File: config.mk
export PLATFORM = sky130hd
export DESIGN_NAME = mbuf_out_fifo
export DESIGN_NICKNAME = d
export VERILOG_FILES = /design/src/rtl/mbuf_out_fifo.sv
export SDC_FILE = /design/constraint.sdc
export NUM_CORES = 1
export LEC_CHECK = 0
export ABC_AREA = 1
export ABC_CLOCK_PERIOD_IN_PS = 2300
export BUFFER_PORTS_ARGS = -buffer_cell sky130_fd_sc_hd__clkbuf_2
export CAP_MARGIN = 20
export CELL_PAD_IN_SITES_DETAIL_PLACEMENT = 1
export CELL_PAD_IN_SITES_GLOBAL_PLACEMENT = 1
export CORE_MARGIN = 1
export CORE_UTILIZATION = 47
export CTS_BUF_LIST = sky130_fd_sc_hd__clkbuf_16
export DETAILED_ROUTE_END_ITERATION = 12
export PLACE_DENSITY = 0.84
export SYNTH_ARGS = -nofsm -noshare
export SYNTH_HDL_FRONTEND = slang
export SYNTH_SLANG_ARGS = --single-unit
export TNS_END_PERCENT = 20
File: constraint.sdc
create_clock -name clk -period 2.3 [get_ports clk]
set_input_delay 0.115 -clock clk [delete_from_list [all_inputs] [get_ports clk]]
set_output_delay 0.115 -clock clk [all_outputs]
set_load 0.005 [all_outputs]
File: src/rtl/mbuf_out_fifo.sv
// Byte-stream FIFO behind the mbuf1 inverting buffer chain: valid/ready capture,
// occupancy/full/empty status and a sticky overflow-attempt flag.
module mbuf_out_fifo #(
    parameter int unsigned WIDTH = 8,
    parameter int unsigned DEPTH = 4
) (
    input  logic                     clk,
    input  logic                     reset,
    input  logic                     in_valid,
    output logic                     in_ready,
    input  logic [WIDTH-1:0]         in_data,
    output logic                     out_valid,
    input  logic                     out_ready,
    output logic [WIDTH-1:0]         out_data,
    output logic [$clog2(DEPTH):0]   count,
    output logic                     full,
    output logic                     empty,
    output logic                     ovf,
    input  logic                     clr_ovf
);

    localparam int unsigned AW = $clog2(DEPTH);
    localparam int unsigned CW = AW + 1;

    logic [WIDTH-1:0] mem [DEPTH];
    logic [AW-1:0]    wr_ptr;
    logic [AW-1:0]    rd_ptr;
    logic [CW-1:0]    count_nxt;
    logic             push;
    logic             pop;

    // Handshake outputs depend on registered state only, never on in_*/out_ready.
    assign in_ready  = ~full;
    assign out_valid = ~empty;
    assign out_data  = mem[rd_ptr];

    assign push = in_valid & ~full;
    assign pop  = ~empty & out_ready;

    always_comb begin
        count_nxt = count;
        if (push && !pop) begin
            count_nxt = count + CW'(1);
        end else if (pop && !push) begin
            count_nxt = count - CW'(1);
        end
    end

    // Pointers are AW bits wide, so DEPTH (a power of 2) wraps for free.
    always_ff @(posedge clk) begin
        if (reset) begin
            for (int i = 0; i < int'(DEPTH); i++) begin
                mem[i] <= '0;
            end
            wr_ptr <= '0;
            rd_ptr <= '0;
            count  <= '0;
            full   <= 1'b0;
            empty  <= 1'b1;
            ovf    <= 1'b0;
        end else begin
            if (push) begin
                mem[wr_ptr] <= in_data;
                wr_ptr      <= wr_ptr + AW'(1);
            end
            if (pop) begin
                rd_ptr <= rd_ptr + AW'(1);
            end
            count <= count_nxt;
            full  <= (count_nxt == CW'(DEPTH));
            empty <= (count_nxt == CW'(0));
            // Set beats clear when both happen in one cycle.
            if (in_valid && full) begin
                ovf <= 1'b1;
            end else if (clr_ovf) begin
                ovf <= 1'b0;
            end
        end
    end

endmodule

; ---- Word-level counts from Yosys, hierarchy flattened
; Memory sizes are Yosys's and may differ from the RTL's. A register that Yosys moved wholly into a read port is not among the register bits.
; Index checks and enable logic that the tools add are counted.
[totals]
register_bits = 10
mem_bits_rw = 32
mem_count = 1
[classes]
addsub = 4
n_eq_ne = 1
muxes = 14
bitwise_logic = 4
reduce_logical = 8
[mem_list]
columns = name, words, width, rd, rd_ports_with_merged_regs, wr, line_no
row1 = mem, 4, 8, 1, 1, 4, 25  ; logic [WIDTH-1:0] mem [DEPTH];
[ops]
columns = operator, count
row1 = 2-to-1 mux 1 bit, 8
row2 = 2-to-1 mux 8 bit, 1
row3 = OR reduction 8 bit, 1
row4 = 2-to-1 mux 2 bit, 3
row5 = 2-to-1 mux 3 bit, 2
row6 = "adder 2 x 1 -> 2 bit, second input constant", 2
row7 = "adder 3 x 1 -> 3 bit, second input constant", 1
row8 = "equality test 3 bit, second input constant", 1
row9 = logical AND 1 bit, 3
row10 = zero test 3 bit, 1
row11 = "subtractor 3 x 1 -> 3 bit, second input constant", 1
row12 = AND 1 bit, 2
row13 = zero test 1 bit, 2
row14 = NOT 1 bit, 2
row15 = nonzero test 2 bit, 1

; ---- Depth between registers and ports, before layout
[logic_depth]
word_depth = 7
depth_mapped = 9
depth_no_buf = 9

; ---- Least setup slack after synthesis
; No wires, ideal clock.
[synth_timing]
path_kind = register to register
start = register wr_ptr[1]
end = memory mem[2][0], enable pin
setup_time_ns = 0.374
arrival_ns = 1.165
t_required_ns = 1.926
path_slack_ns = 0.761
path_stages_with_launch = 5
path_buffers = 0
period_less_slack_ns = 1.539
cell_sequence = dfxtp_1 inv_1 nor2_1 inv_2 o21ai_1
[synth_rtl]
columns = element, line_no
row1 = "start, declared", 26  ; logic [AW-1:0] wr_ptr;
row2 = "start signal, assigned", 64  ; wr_ptr <= wr_ptr + AW'(1);
row3 = "end, declared", 25

==> impl_metrics.csv <==
group,metric,value,unit
finish,diodes,0,
setup_path,worstPathArrival,1550,ps
synthesis,synth_edf_count,32,
finish,layout-drive-gt1-share,0.328,
floorplan,core,4140,sq um
clock_tree,cts_buffer_depth,2,
synthesis,ys_ff_latch,44,
synthesis,synth_cell_types,26,
grt,antenna_found_initial,0,
finish,multi_input_area,744,sq um
detailed_routing,drc,0,
pwr,ir_drop,582,uV
detailed_routing,ant_nets,0,
placement,dp.final_hpwl,3570,um
setup_path,cpPeakStageDelay,360,ps
timing,final.period_utilization,0.698,
detailed_routing,drt_wl_total,4900,um
clock_tree,hold_buffers,0,
detailed_routing,via_count,1526,
grt,grt_pass1_vias,1620,
clock_tree,htreeDepth,2,
pwr,pwr_density_cell,866,nW/um^2
timing,fin_crit,1600,ps
synthesis,synth_top_area_share,0.456,
timing,hold_viol_final,0,
timing,fmax,623,MHz
setup_path,cp_slowest_cell,"dfxtp_1",
detailed_routing,firstDrtPassIters,4,
synthesis,ys_async_sr_fraction,0,
timing,skew,4.43,ps
timing,grt_setup_unrepaired,"no",
timing,worst_pin_slew,427,ps
finish,finish.utilization,0.591,
timing,maxSlewHeadroom,0.715,
synthesis,netlist_area,2110,sq um
run,drv_cap,0,
synthesis,syn-num-nets,227,
timing,setup_viol,0,
synthesis,synth_seq_area_share,0.570,
synthesis,synth_area_leader_cell,"edfxtp_1",
setup_path,cp_top_family,"simple AND/OR/NAND/NOR gates",
synthesis,synthTopCellsByCount,"42 x nor2_1, 32 x edfxtp_1, 20 x inv_1",
detailed_routing,drt-initial-drc-count,72,
finish,regArea,1200,sq um
floorplan,die_h,69.0,um
floorplan,boundaryPins,29,
floorplan,die_area,4750,sq um
clock_tree,cts_setup_buffers,0,
grt,globalRouteTotalUtil,0.238,
setup_path,critPathLaunchType,"flip-flop",
setup_path,endpoint_kind,"flip-flop",
clock_tree,cts-root-buf,"clkbuf_16",
clock_tree,cts_sinks,44,
setup_path,crit_required,2250,ps
placement,port_buffers,28,
synthesis,yosys-top-cells-area,"edfxtp_1 46%, dfxtp_1 11%, nor2_1 7.5%",
timing,slew_viol_final,0,
synthesis,syn_avg_cell_area,9.94,sq um
clock_tree,cts.repair.resized,0,
synthesis,yosysMostFrequentCell,"nor2_1",
floorplan,die_x,69.0,um
floorplan,rows,23,
grt,grt-ovfl-total,0,
clock_tree,cts_buffers,5,
timing,fin_tns_setup,0,ps
synthesis,ys_warn_count,0,
clock_tree,clkLatencyLatePin,280,ps
hold_path,hp-class,"input port to flip-flop",
setup_path,crit_buf_inv,2,
run_status,status,"completed",
synthesis,syn-instance-count,212,
detailed_routing,viasPerCell,5.14,
finish,nNetsFinal,261,
grt,grt_max_degree,17,
placement,gp_congestion,0.795,
pwr,p_leak,1.04,nW
detailed_routing,wl_per_cell,16.5,um
grt,grt_pass1_wl,7610,um
finish,fillers,491,
finish,area_growth_syn_to_layout,16.2,%
setup_path,crit_chain,"inv_2, nand2_4, nor2_8, inv_8, nor2_8, nand2_8, nand2_1",
clock_tree,path_clk_slew,60,ps
floorplan,start_util,0.508,
setup_path,critPathMaxFanout,10,
setup_path,path_class,"flip-flop to flip-flop",
synthesis,synth_ff_type,"edfxtp_1",
setup_path,crit_top_cell,"nor2_8",
clock_tree,tritoncts,"built",
timing,whs,80.8,ps
==> area by class of cell <==
| type | instances | area share |
|---|---|---|
| Sequential cell | 44 | 0.491 |
| Timing Repair Buffer | 30 | 0.0634 |
| Inverter | 37 | 0.0598 |
| Tap cell | 50 | 0.0256 |
| Clock inverter | 3 | 0.00511 |
| Clock buffer | 5 | 0.0511 |
| Multi-Input combinational cell | 128 | 0.304 |
==> power by group <==
group	total (mW)	switching [mW]	internal, mW	leakage (nW)
sequential	0.985	0.0556	0.930	0.431
combinational	0.467	0.296	0.171	0.533
clock	0.668	0.276	0.392	0.0762
total	2.12	0.627	1.49	1.04
==> layer usage <==
layer	wire (um)	GRT usage	vias up	share of wire
met5	0	0	-	0
met4	91	0.115	0	0.019
met3	157	0.0559	7	0.032
met2	2740	0.449	31	0.56
met1	1910	0.243	737	0.39
li1	-	-	751	-
==> flip-flops by register name (all words and copies together) (netlist names), named ones only <==
register and flops:
count 3, empty 1, full 1, mem 32, ovf 1, rd_ptr 2
wr_ptr 2
==> per-stage QoR <==
stage / setup WS [ps] / cell area, sq um / cells / total power, mW
finish: 695 / 2450 / 297 / 2.12
floorplan: 761 / 2110 / 212 / 1.30
global route: 561 / 2450 / 297 / 2.22
CTS: 658 / 2450 / 297 / 2.14
detailed placement: 686 / 2310 / 289 / 1.47
global placement: 765 / 2310 / 289 / 1.45
==> kinds of logic (layout without fill, tap and decap cells) <==
group | Yosys count | in the layout | synth area share
compound gates | 30 | 30 | 0.0778
xor+xnor | 1 | 1 | 0.00416
fa+ha+maj | 2 | 2 | 0.0119
buf+inv | 40 | 75 | 0.0766
flops | 44 | 44 | 0.570
simple gates | 95 | 95 | 0.259
==> worst min-delay path, cell delays in order <==
cell	delay, ps
clkbuf_2	80
inv_1	30
nand2_1	40
a21oi_1	50
==> cell usage in the layout, fill, tap and decap left out, drive strengths merged, types with 2 or more instances in the layout <==
cell type / Yosys / final
inv: 36 / 38
o22ai: 8 / 8
nand2: 24 / 24
nor2: 62 / 62
clkbuf: 0 / 33
ha: 2 / 2
clkinv: 1 / 2
buf: 3 / 2
dfxtp: 12 / 12
edfxtp: 32 / 32
o21ai: 19 / 19
nand3: 8 / 8
==> path summary, 6_finish.rpt <==
check / from / endpoint / slack (ps) / cells after the start
min reg2reg: ovf / ovf / 470 / 2
min: clr_ovf / ovf / 80 / 4
max reg2reg: full / mem[0][1] / 700 / 7
max: full / mem[0][1] / 700 / 7
No activity file was read; power rests on OpenSTA's default activity.
